--- config.mk ---
export PLATFORM = sky130hd
export DESIGN_NAME = ldtu_frame_builder
export DESIGN_NICKNAME = d
export VERILOG_FILES = /design/src/rtl/ldtu_pkg.sv /design/src/rtl/ldtu_crc12.sv /design/src/rtl/ldtu_frame_builder.sv
export SDC_FILE = /design/constraint.sdc
export NUM_CORES = 1
export LEC_CHECK = 0
export BUFFER_PORTS_ARGS = -buffer_cell sky130_fd_sc_hd__buf_2
export CAP_MARGIN = 15
export CELL_PAD_IN_SITES_DETAIL_PLACEMENT = 1
export CELL_PAD_IN_SITES_GLOBAL_PLACEMENT = 2
export CORE_UTILIZATION = 37
export DETAILED_ROUTE_END_ITERATION = 7
export PLACE_DENSITY_LB_ADDON = 0.15
export RECOVER_POWER = 100
export SETUP_SLACK_MARGIN = 0.02
export SLEW_MARGIN = 10
export SYNTH_ARGS = -nofsm -noshare
export SYNTH_HDL_FRONTEND = slang
export SYNTH_HIERARCHICAL = 1
export SYNTH_SLANG_ARGS = --single-unit
--- constraint.sdc ---
create_clock -name CLK -period 6.2 [get_ports CLK]
set_clock_uncertainty 0.15 [all_clocks]
set_input_delay 0.62 -clock CLK [delete_from_list [all_inputs] [get_ports CLK]]
set_output_delay 0.62 -clock CLK [all_outputs]
set_load 0.05 [all_outputs]
--- src/rtl/ldtu_pkg.sv ---
// rtl/ldtu_pkg.sv - LiteDTU frame builder constants, sample-type codes and state type
package ldtu_pkg;

  localparam logic [3:0]  LDTU_TRAILER_ID = 4'b1101;
  localparam logic [31:0] LDTU_INITIAL    = 32'hF000_0000;
  localparam int          LDTU_CRC_W      = 12;

  // Sample-type codes carried in DATA_32[31:24]
  localparam logic [1:0] LDTU_CODE_SIG5  = 2'b01;
  localparam logic [1:0] LDTU_CODE_BASEN = 2'b10;
  localparam logic [1:0] LDTU_CODE_FLAG  = 2'b11;
  localparam logic [5:0] LDTU_CODE_SIG2  = 6'b001010;

  typedef enum logic {
    FILL  = 1'b0,
    TRAIL = 1'b1
  } ldtu_state_e;

  function automatic logic [7:0] ldtu_sumval(input logic [7:0] code);
    logic [7:0] n;
    if (code[7:6] == LDTU_CODE_SIG5)       n = 8'd5;
    else if (code[7:6] == LDTU_CODE_BASEN) n = {2'b00, code[5:0]};
    else if (code[7:6] == LDTU_CODE_FLAG)  n = 8'd0;
    else if (code[7:2] == LDTU_CODE_SIG2)  n = 8'd2;
    else                                   n = 8'd1;
    return n;
  endfunction

endpackage

--- src/rtl/ldtu_crc12.sv ---
// rtl/ldtu_crc12.sv - LiteDTU parallel CRC-12 over one 32-bit word, MSB first
module ldtu_crc12
  import ldtu_pkg::*;
(
  input  logic [31:0]           data,
  input  logic [LDTU_CRC_W-1:0] crc,
  output logic [LDTU_CRC_W-1:0] newcrc
);

  localparam logic [LDTU_CRC_W-1:0] POLY = 12'h80F;

  logic [LDTU_CRC_W-1:0] c;
  logic                  fb;

  // Unrolled LFSR: the loop flattens into the per-bit XOR equations
  always_comb begin
    c  = crc;
    fb = 1'b0;
    for (int i = 31; i >= 0; i--) begin
      fb = c[LDTU_CRC_W-1] ^ data[i];
      c  = {c[LDTU_CRC_W-2:0], 1'b0} ^ (fb ? POLY : '0);
    end
    newcrc = c;
  end

endmodule

--- src/rtl/ldtu_frame_builder.sv ---
// rtl/ldtu_frame_builder.sv - LiteDTU frame builder; optional idle timeout under LDTU_FRAME_TIMEOUT_EN
module ldtu_frame_builder
  import ldtu_pkg::*;
#(
  parameter int DATA_W      = 32,
  parameter int FRAME_WORDS = 50,
  parameter int TIMEOUT_CYC = 64
) (
  input  logic              CLK,
  input  logic              reset,
  input  logic              Load_data,
  input  logic [DATA_W-1:0] DATA_32,
  input  logic              full,
  input  logic              handshake,
  output logic [DATA_W-1:0] DATA_from_CU,
  output logic              write_signal,
  output logic              losing_data,
  output logic [15:0]       lost_count,
  output logic              frame_done,
  output logic              read_signal
);

  if (DATA_W < 32 || FRAME_WORDS < 1 || FRAME_WORDS > 255 ||
      TIMEOUT_CYC < 1 || TIMEOUT_CYC > 65535) begin : g_param_check
    $error("ldtu_frame_builder: parameter out of range");
  end

  ldtu_state_e           state, state_nxt;
  logic [7:0]            wcount, wcount_nxt;
  logic [7:0]            nsamp, nsamp_nxt;
  logic [7:0]            nframe, nframe_nxt;
  logic [LDTU_CRC_W-1:0] crc, crc_nxt, crc_upd;
  logic [DATA_W-1:0]     data_nxt;
  logic                  write_nxt, done_nxt;
  logic [15:0]           lost_nxt;
  logic                  accept, drop, word_last, timeout_hit;

  ldtu_crc12 u_crc (
    .data   (DATA_32[31:0]),
    .crc    (crc),
    .newcrc (crc_upd)
  );

  assign accept    = (state == FILL) && Load_data && !full;
  assign drop      = Load_data && (full || state == TRAIL);
  assign word_last = accept && (wcount + 8'd1 == 8'(FRAME_WORDS));

`ifdef LDTU_FRAME_TIMEOUT_EN
  logic [15:0] idle_cnt;
  logic        idle_cyc;

  assign idle_cyc    = (state == FILL) && !accept && (wcount != 8'd0) &&
                       (wcount < 8'(FRAME_WORDS));
  assign timeout_hit = idle_cyc && (idle_cnt == 16'(TIMEOUT_CYC - 1));

  always_ff @(posedge CLK) begin
    if (reset || !idle_cyc || timeout_hit) idle_cnt <= '0;
    else                                   idle_cnt <= idle_cnt + 16'd1;
  end
`else
  assign timeout_hit = 1'b0;
`endif

  always_ff @(posedge CLK) begin
    if (reset) state <= FILL;
    else       state <= state_nxt;
  end

  always_comb begin
    state_nxt = state;
    case (state)
      FILL:    if (word_last || timeout_hit) state_nxt = TRAIL;
      TRAIL:   if (!full)                    state_nxt = FILL;
      default: state_nxt = FILL;
    endcase
  end

  always_comb begin
    data_nxt   = DATA_from_CU;
    write_nxt  = 1'b0;
    done_nxt   = 1'b0;
    wcount_nxt = wcount;
    nsamp_nxt  = nsamp;
    crc_nxt    = crc;
    nframe_nxt = nframe;
    lost_nxt   = (drop && lost_count != 16'hFFFF) ? lost_count + 16'd1 : lost_count;
    case (state)
      FILL: begin
        if (accept) begin
          data_nxt   = DATA_32;
          write_nxt  = 1'b1;
          wcount_nxt = wcount + 8'd1;
          nsamp_nxt  = nsamp + ldtu_sumval(DATA_32[31:24]);
          crc_nxt    = crc_upd;
        end
      end
      TRAIL: begin
        if (!full) begin
          data_nxt   = DATA_W'({LDTU_TRAILER_ID, nsamp, crc, nframe});
          write_nxt  = 1'b1;
          done_nxt   = 1'b1;
          wcount_nxt = '0;
          nsamp_nxt  = '0;
          crc_nxt    = '0;
          nframe_nxt = nframe + 8'd1;
        end
      end
      default: ;
    endcase
  end

  always_ff @(posedge CLK) begin
    if (reset) begin
      DATA_from_CU <= DATA_W'(LDTU_INITIAL);
      write_signal <= 1'b0;
      losing_data  <= 1'b0;
      lost_count   <= '0;
      frame_done   <= 1'b0;
      read_signal  <= 1'b0;
      wcount       <= '0;
      nsamp        <= '0;
      crc          <= '0;
      nframe       <= '0;
    end else begin
      DATA_from_CU <= data_nxt;
      write_signal <= write_nxt;
      losing_data  <= drop;
      lost_count   <= lost_nxt;
      frame_done   <= done_nxt;
      read_signal  <= handshake;
      wcount       <= wcount_nxt;
      nsamp        <= nsamp_nxt;
      crc          <= crc_nxt;
      nframe       <= nframe_nxt;
    end
  end

endmodule
# Word level (Yosys, flattened, before mapping)
# Cells that the tools add are included.
dict set report word_totals {
  reg_bits 89
  output_inout_bits 52
  wordCells 154
}
dict set report op_classes {
  add_sub_neg 4
  eq_ne 8
  reduce_logical 10
  bitwise_logic 66
  n_mux 55
}
# cell count
set ops {}
lappend ops {{$mux 12} 34}
lappend ops {{$xor 12x12->12} 32}
lappend ops {{$mux 32} 2}
lappend ops {{$pmux 32 s2} 1}
lappend ops {{$mux 8} 5}
lappend ops {{$pmux 8 s2} 2}
lappend ops {{$xor 1x1->1} 32}
lappend ops {{$pmux 12 s2} 1}
lappend ops {{$add 16x1->16 const B} 1}
lappend ops {{$add 8x1->8 const B} 2}
lappend ops {{$ne 16x16->1 const B} 1}
lappend ops {{$mux 6} 2}
lappend ops {{$add 8x8->8} 1}
lappend ops {{$eq 8x6->1 const B} 1}
lappend ops {{$eq 6x4->1 const B} 1}
lappend ops {{$logic_and 1x1->1} 5}
lappend ops {{$eq 2x2->1 const B} 2}
lappend ops {{$mux 1} 4}
lappend ops {{$mux 2} 2}
lappend ops {{$ne 2x2->1 const B} 2}
lappend ops {{$pmux 1 s2} 2}
lappend ops {{$reduce_and 2->1} 2}
lappend ops {{$eq 2x1->1 const B} 1}
lappend ops {{$not 1->1} 2}
lappend ops {{3 further kinds} 3}

# Logic depth before layout (Yosys ltp)
# Gate-level depths: netlist of run 1.
dict set report logic_depth {
  ltp_word 98
  ltp_mapped 9
}

# Hierarchy
# The synthesis of run 1 kept the hierarchy.
# module seq_area_each_um2 area_each_um2 n_inst cells_per_inst
set by_module_without_submodules {}
lappend by_module_without_submodules {ldtu_frame_builder 1781.7 4215.3 1 486}
lappend by_module_without_submodules {ldtu_crc12 0.0 892.1 1 73}

# Worst setup path before layout of run 1
# No wires, ideal clock.
dict set report synth_path {
  kind {input -> register}
  start {input DATA_32[22]}
  end {register crc[0]}
  path_buffers 1
  arrival_time_ns 2.541
  stages 8
  required_ns 5.918
  setup_time_ns 0.132
  path_slack_ns 3.376
  cell_sequence {xnor2_1 -> xnor2_1 -> xnor3_1 -> xor3_2 -> xnor3_1 -> buf_4 -> nand2_1 -> a21oi_1}
}
dict set report synth_between {
  elab_chain_len 71
}
# element line_no
set synth_lines {}
lappend synth_lines {{start, declared} ldtu_frame_builder.sv:12} ;# input logic [DATA_W-1:0] DATA_32,
lappend synth_lines {{$xor 1x1->1 *} ldtu_crc12.sv:20} ;# fb = c[LDTU_CRC_W-1] ^ data[i];
lappend synth_lines {{$mux 12 *} ldtu_crc12.sv:21} ;# c = {c[LDTU_CRC_W-2:0], 1'b0} ^ (fb ? POLY : '0);
lappend synth_lines {{$xor 12x12->12 *} ldtu_crc12.sv:21}
lappend synth_lines {{$xor 1x1->1} ldtu_crc12.sv:20}
lappend synth_lines {{$mux 12} ldtu_crc12.sv:21}
lappend synth_lines {{$xor 12x12->12 *} ldtu_crc12.sv:21}
lappend synth_lines {{$xor 1x1->1} ldtu_crc12.sv:20}
lappend synth_lines {{$mux 12} ldtu_crc12.sv:21}
lappend synth_lines {{[57 not listed]} n/a}
lappend synth_lines {{$xor 12x12->12 *} ldtu_crc12.sv:21}
lappend synth_lines {{$xor 1x1->1 *} ldtu_crc12.sv:20}
lappend synth_lines {{named net u_crc.fb} ldtu_crc12.sv:13} ;# logic fb;
lappend synth_lines {{$mux 12 *} ldtu_crc12.sv:21}
lappend synth_lines {{$xor 12x12->12 *} ldtu_crc12.sv:21}
lappend synth_lines {{named net crc_upd[0]} ldtu_frame_builder.sv:32} ;# logic [LDTU_CRC_W-1:0] crc, crc_nxt, crc_upd;
lappend synth_lines {{$mux 12 *} ldtu_frame_builder.sv:89} ;# if (accept) begin
lappend synth_lines {{$pmux 12 s2 *} ldtu_frame_builder.sv:87} ;# case (state)
lappend synth_lines {{end signal, assigned} ldtu_frame_builder.sv:133} ;# crc <= crc_nxt;
lappend synth_lines {{end, declared} ldtu_frame_builder.sv:32}
# Mark *: on every way through the listed nets, which the timed path passes. The rest lies on a longest branch. The select of a mux whose other input is x is not followed.
# A chain may end at the register's enable or synchronous reset.

==> run summary, run 1 <==
Max Clock Freq -> 241.4 MHz
Peak VDD IR -> 0.0002456 V
cell taking the most area after synthesis -> dfxtp_1
Port Buffers -> 88
worst relative slew slack -> -99.53%
Via density -> 5.253
R2R Path End -> lost_count[9]
clock-pin transition on the worst setup and hold timing paths -> 60 ps
die span in x -> 119.5 µm
total clock sinks -> 89
gr usage total -> 20.47%
Sw Ratio -> 32.86%
final setup vio count -> 0
EDFF count, synth -> 0
# rows -> 42
slowest CP cell -> clkbuf_1
Place WS -> 3142 ps
first-pass GRT wire length -> 22,940 µm
global route overflow -> 0
failing checks -> capacitance limit, slew limit
DR pass1 iterations -> 4
R2R cell count -> 4
post-route setup slack -> 2057 ps
Final Cycle Share -> 66.83%
Sequential Power Share -> 26.1%
WP buf/inv -> 2
most frequent cells after synthesis -> dfxtp_1, nor2_1, xnor2_1
layout cells sized above 1 -> 10.74%
part of the power in combinational logic -> 51.7%
CTS Hold Bufs -> 0
CP required -> 6280 ps
postcts setup bufs -> 0
CP cell instances -> clkbuf_1 -> clkbuf_1 -> nor2b_1 -> mux2_2
Synth top area share -> 34.88%
die height -> 119.5 µm
Lkg Pwr -> 2.164 nW
CP top delay family -> buffers and inverters
critical path class -> in -> reg
Hold EP -> wcount[7]
antenna cells -> 0
routed vias -> 4,250
count leader, synth -> dfxtp_1
gpl congestion -> 0.8568
largest net degree at the start of global routing -> 66
Fillers -> 1,625
max-cap violations -> 3
Final min period -> 4143 ps
placed inst area -> 5669 µm²
Worst-Margin Slew -> 2993 ps
crit path DAT -> 4230 ps
Final ANT Viol Nets -> 0
Residual DRC -> 0
P&R area growth vs syn -> 15.21%
CP peak stage delay -> 2190 ps
hold path depth -> 1
internal power -> 1.717 mW
Power, Total -> 2.557 mW
max-slew violation count -> 120
Switch Pwr -> 840.1 µW
dpl cells -> 793
startpoint types -> primary input
yosys warns -> 6
Mapped Nets -> 607
final instance area -> 5884 µm²
Crit Path Max Fanout -> 65
CTS resizes -> 0
number of antenna violations at the first check in global routing -> 0
unrepaired setup endpoints after global routing -> no
Synth Register Bits -> 89
CTS H-tree depth -> 3
Core Box Area -> 13,350 µm²
Synth Flop Type -> dfxtp_1
count of non-filler cells in the finished layout -> 809
dpl hpwl -> 10,310 µm
DRT Wirelength -> 14,070 µm
Avg Cell Area, Syn -> 9.137 µm²
Initial Utilization -> 38.26%
register area share after synthesis -> 34.88%
initial detailed-routing violation count -> 172
clk_lat worst skew -> 340 ps
TNS Setup -> 0 ps
hold_sp -> wcount[7]
Root Buffer -> clkbuf_16
Final Hold Violating Endpoints -> 0
WL/cell -> 17.39 µm
Hold Crit Class -> reg -> reg
outcome -> finished, violations left
vias in the first global route -> 4,302
num ports -> 89
count of cell types in the netlist -> 60
PD cells -> 434.5 nW/µm²
Mapped Area -> 5107 µm²
Mapped Cells -> 559
Clock power frac -> 22.2%
Final #Nets -> 676
reg2reg setup slack -> 2210 ps
die area -> 14,280 µm²
largest cells by area after synthesis -> dfxtp_1, xnor2_1, xnor3_1
CTS buffer count -> 9
worst r2r src -> state
Worst Setup End Kind -> flip-flop
Async SR Flop Fraction -> 0%
CTS Buffer Depth -> 2
crit-path most repeated cell -> clkbuf_1
CTS tree -> yes
-- flip-flops by register name, indices dropped and copies added (netlist names) --
name	flops
nsamp	8
read_signal	1
lost_count	16
write_signal	1
nframe	8
losing_data	1
wcount	8
DATA_from_CU	32
frame_done	1
state	1
crc	12
-- placed cells by master (no fill, tap or decap), drive strengths merged, types with 5 or more instances in the layout --
master | netlist | routed
a211oi | 32 | 32
a21oi | 32 | 32
buf | 7 | 37
clkbuf | 27 | 66
dfxtp | 89 | 89
ha | 10 | 10
inv | 10 | 10
mux2i | 29 | 29
nand2 | 34 | 34
nand3 | 26 | 26
nand3b | 5 | 5
nand4 | 7 | 7
nor2 | 59 | 59
nor2b | 8 | 8
nor3 | 14 | 14
nor4 | 8 | 8
o21ai | 15 | 15
o31ai | 6 | 6
or3 | 8 | 8
xnor2 | 45 | 45
xnor3 | 14 | 14
xor2 | 21 | 21
-- how the worst max path moves through the flow --
stage / start / end / slack (ps) / cells past startpoint
floorplan: DATA_32[22] / crc[0] / 3380 / 8
global placement: DATA_32[22] / crc[11] / 3200 / 8
detailed placement: DATA_32[22] / crc[11] / 3140 / 8
CTS: state / wcount[7] / 3250 / 4
global route: reset / lost_count[15] / 1560 / 4
finish: reset / lost_count[13] / 2060 / 4
-- logic make-up (layout without fill, tap and decap cells) --
group	Yosys count	after routing	synth area share (%)
compound gates	109	109	14.23
flops	89	89	34.88
xor+xnor	83	83	19.21
simple gates	190	190	18.84
mux	33	33	6.565
fa+ha+maj	11	11	2.842
buf+inv	44	118	3.429
-- final cells by class --
cell class                 instances  area [µm²]  share of cell area (%)
clock buffer                      11       252.7                   4.295
sequential                        89        1782                   30.28
clock inverter                     5       53.80                  0.9143
inverter                          10       37.54                  0.6379
timing repair buffer              92       396.6                   6.740
tap                              176       220.2                   3.742
multi-input combinational        426        3142                   53.39
-- per-stage QoR --
step | utilization (%) | hold WS (ps)
2_1_floorplan | - | 298.5
3_3_place_gp | 42.47 | 320.2
3_5_place_dp | 42.47 | 330.5
4_1_cts | 44.77 | 335.7
5_1_grt | 44.09 | 338.6
6_report | 44.09 | 339.4
-- per-layer routing --
layer  global-route usage [%]  vias to the layer above  routed length [µm]
met5                        0                        -                   0
met4                    7.266                        0                 223
met3                    2.852                       13                 423
met2                    32.80                       58                6528
met1                    28.06                     2056                6893
li1                         -                     2123                   -
-- power by group through the flow --
stage / combinational (mW) / sequential (mW) / clock (mW)
global placement: 1.27 / 0.677 / 0
CTS: 1.35 / 0.668 / 0.582
finish: 1.32 / 0.668 / 0.567
detailed placement: 1.31 / 0.681 / 0
floorplan: 1.17 / 0.713 / 0
global route: 1.41 / 0.674 / 0.605
Note: power is estimated with default switching activity, not from simulation.
==> run 2: changes to the inputs <==
--- a/config.mk
+++ b/config.mk
@@ -9,7 +9,7 @@
 export CAP_MARGIN = 15
 export CELL_PAD_IN_SITES_DETAIL_PLACEMENT = 1
 export CELL_PAD_IN_SITES_GLOBAL_PLACEMENT = 2
-export CORE_UTILIZATION = 37
+export CORE_UTILIZATION = 34
 export DETAILED_ROUTE_END_ITERATION = 7
 export PLACE_DENSITY_LB_ADDON = 0.15
 export RECOVER_POWER = 100
==> constraint.sdc (replaced) <==
create_clock -name CLK -period 3.9 [get_ports CLK]
set_clock_uncertainty 0.15 [all_clocks]
set_input_delay 0.39 -clock CLK [delete_from_list [all_inputs] [get_ports CLK]]
set_output_delay 0.39 -clock CLK [all_outputs]
set_load 0.05 [all_outputs]
==> run summary, run 2 (synthesized netlist as in run 1, its figures left out) <==
outcome -> finished, violations left
failing checks -> capacitance limit, slew limit
largest net degree at the start of global routing -> 43 (-35%)
hold slack final -> 95.29 ps (-244.1 ps)
Top reg by flops -> DATA_from_CU
Lkg Pwr -> 2.158 nW (-0.28%)
max-slew violation count -> 53 (-56%)
routed vias -> 4,321 (+1.7%)
hold_sp -> handshake
Final #Nets -> 679 (+0.44%)
clk_lat worst skew -> 350 ps (about the same)
unrepaired setup endpoints after global routing -> no
Worst-Margin Slew -> 2159 ps (-833.5 ps)
Via density -> 5.270 (+0.31%)
final setup vio count -> 0 (unchanged)
max-cap violations -> 2 (-1)
P&R area growth vs syn -> 15.70%
dpl hpwl -> 11,070 µm (+7.3%)
Final min period -> 3082 ps
Clock power frac -> 22.7% (+0.5 points)
number of antenna violations at the first check in global routing -> 0 (unchanged)
CTS Buffer Depth -> 2 (unchanged)
CP required -> 3980 ps (-2300 ps)
global route overflow -> 0 (unchanged)
gr usage total -> 20.06% (-0.41 points)
critical path class -> reg -> reg
postcts setup bufs -> 0 (unchanged)
Final Cycle Share -> 79.02%
WL/cell -> 18.24 µm (+4.9%)
Hold Crit Class -> in -> reg
CTS H-tree depth -> 3 (unchanged)
biggest regs -> DATA_from_CU x32, lost_count x16, crc x12
Root Buffer -> clkbuf_16
dpl cells -> 804 (+1.4%)
worst r2r src -> state
Switch Pwr -> 1.376 mW (+64%)
total clock sinks -> 89 (unchanged)
clock-pin transition on the worst setup and hold timing paths -> 70 ps (about the same)
commonest non-fill, non-tap cell in the layout -> dfxtp_1
startpoint types -> flip-flop
die height -> 124.6 µm (+4.2%)
max reg flops -> 32 (unchanged)
TNS Setup -> 0 ps (unchanged)
CTS Hold Bufs -> 0 (unchanged)
layout cells sized above 1 -> 11.01% (+0.26 points)
Port Buffers -> 88 (unchanged)
CTS tree -> yes
most frequent cells in the layout -> dfxtp_1, nor2_1, clkbuf_1, xnor2_1
CTS buffer count -> 9 (unchanged)
Final Util -> 40.51% (-3.6 points)
worst relative slew slack -> -44.27% (+55 points)
vias in the first global route -> 4,431 (+3.0%)
placed inst area -> 5702 µm² (+0.57%)
Final ANT Viol Nets -> 0 (unchanged)
Peak VDD IR -> 0.0004766 V (+94%)
R2R Path End -> wcount[6]
Hold EP -> read_signal
die span in x -> 124.6 µm (+4.2%)
R2R cell count -> 3 (-1)
count of non-filler cells in the finished layout -> 820 (+1.4%)
Sw Ratio -> 33.68% (+0.82 points)
Residual DRC -> 0 (unchanged)
initial detailed-routing violation count -> 143 (-17%)
first-pass GRT wire length -> 24,400 µm (+6.3%)
Crit Path Max Fanout -> 15 (-77%)
reg2reg setup slack -> 820 ps (-1390 ps)
Max Clock Freq -> 324.5 MHz
Worst Setup End Kind -> flip-flop
DR pass1 iterations -> 4 (unchanged)
Final Hold Violating Endpoints -> 0 (unchanged)
internal power -> 2.710 mW (+58%)
die area -> 15,520 µm² (+8.7%)
hold path depth -> 2 (+1)
Core Box Area -> 14,590 µm² (+9.3%)
part of the power in combinational logic -> 51.4% (-0.3 points)
# rows -> 44 (+4.8%)
antenna cells -> 0 (unchanged)
gpl congestion -> 0.7998 (-6.7%)
num ports -> 89 (unchanged)
CTS resizes -> 0 (unchanged)
Initial Utilization -> 35.01% (-3.3 points)
crit path DAT -> 3160 ps (-1070 ps)
final instance area -> 5909 µm² (+0.43%)
DRT Wirelength -> 14,960 µm (+6.3%)
Sequential Power Share -> 25.8% (-0.3 points)
PD cells -> 691.5 nW/µm² (+59%)
run 2: cell types whose count changed in the layout (fill, tap and decap cells not counted), sizes merged:
cell / before / now
clkinvlp: 0 / 1
buf: 37 / 39
clkinv: 4 / 1
clkbuf: 66 / 65
inv: 10 / 14
run 2: stage by stage:
step	setup WS, ps	power (mW)
floorplan	1306	2.998
global placement	1165	3.115
detailed placement	1036	3.186
CTS	1183	4.138
global route	637.2	4.342
finish	818.3	4.086
run 2: final cells by class:
| type | instances | area [µm²] |
|---|---|---|
| clock buffers | 9 | 225.2 |
| clock inverters | 7 | 83.83 |
| fillers | 1726 | 8680 |
| inverters | 10 | 37.54 |
| multi-input cells | 426 | 3132 |
| flip-flops and latches | 89 | 1782 |
| well taps | 184 | 230.2 |
| repair buffers | 95 | 419.2 |
run 2: worst max-delay path, cell delays in order (launching register included):
cell	delay [ps]
dfxtp_1	400
nor3b_1	1710
o21ai_0	310
a311oi_1	400
run 2: how the worst max path moves through the flow:
stage	from	endpoint	slack, ps
after floorplan	DATA_32[22]	crc[0]	1310
after global placement	DATA_32[22]	crc[11]	1160
after detailed placement	DATA_32[22]	crc[11]	1040
after CTS	crc[6]	crc[11]	1180
after global routing	state	wcount[6]	640
final	state	wcount[6]	820
run 2: power groups by stage:
stage          Combinational [mW]  Clock (mW)  Sequential, mW
2_1_floorplan                1.86           0            1.13
3_3_place_gp                 2.04           0            1.08
3_5_place_dp                 2.11           0            1.08
4_1_cts                      2.13       0.955            1.06
5_1_grt                      2.29       0.991            1.07
6_report                     2.10       0.929            1.06
run 2: metal layers:
layer,part of all wire [%],up-vias,global-route usage [%]
met2,48,68,33.64
met5,0,-,0
li1,-,2138,-
met4,1.5,0,7.229
met1,47,2101,26.11
met3,3.4,14,2.835
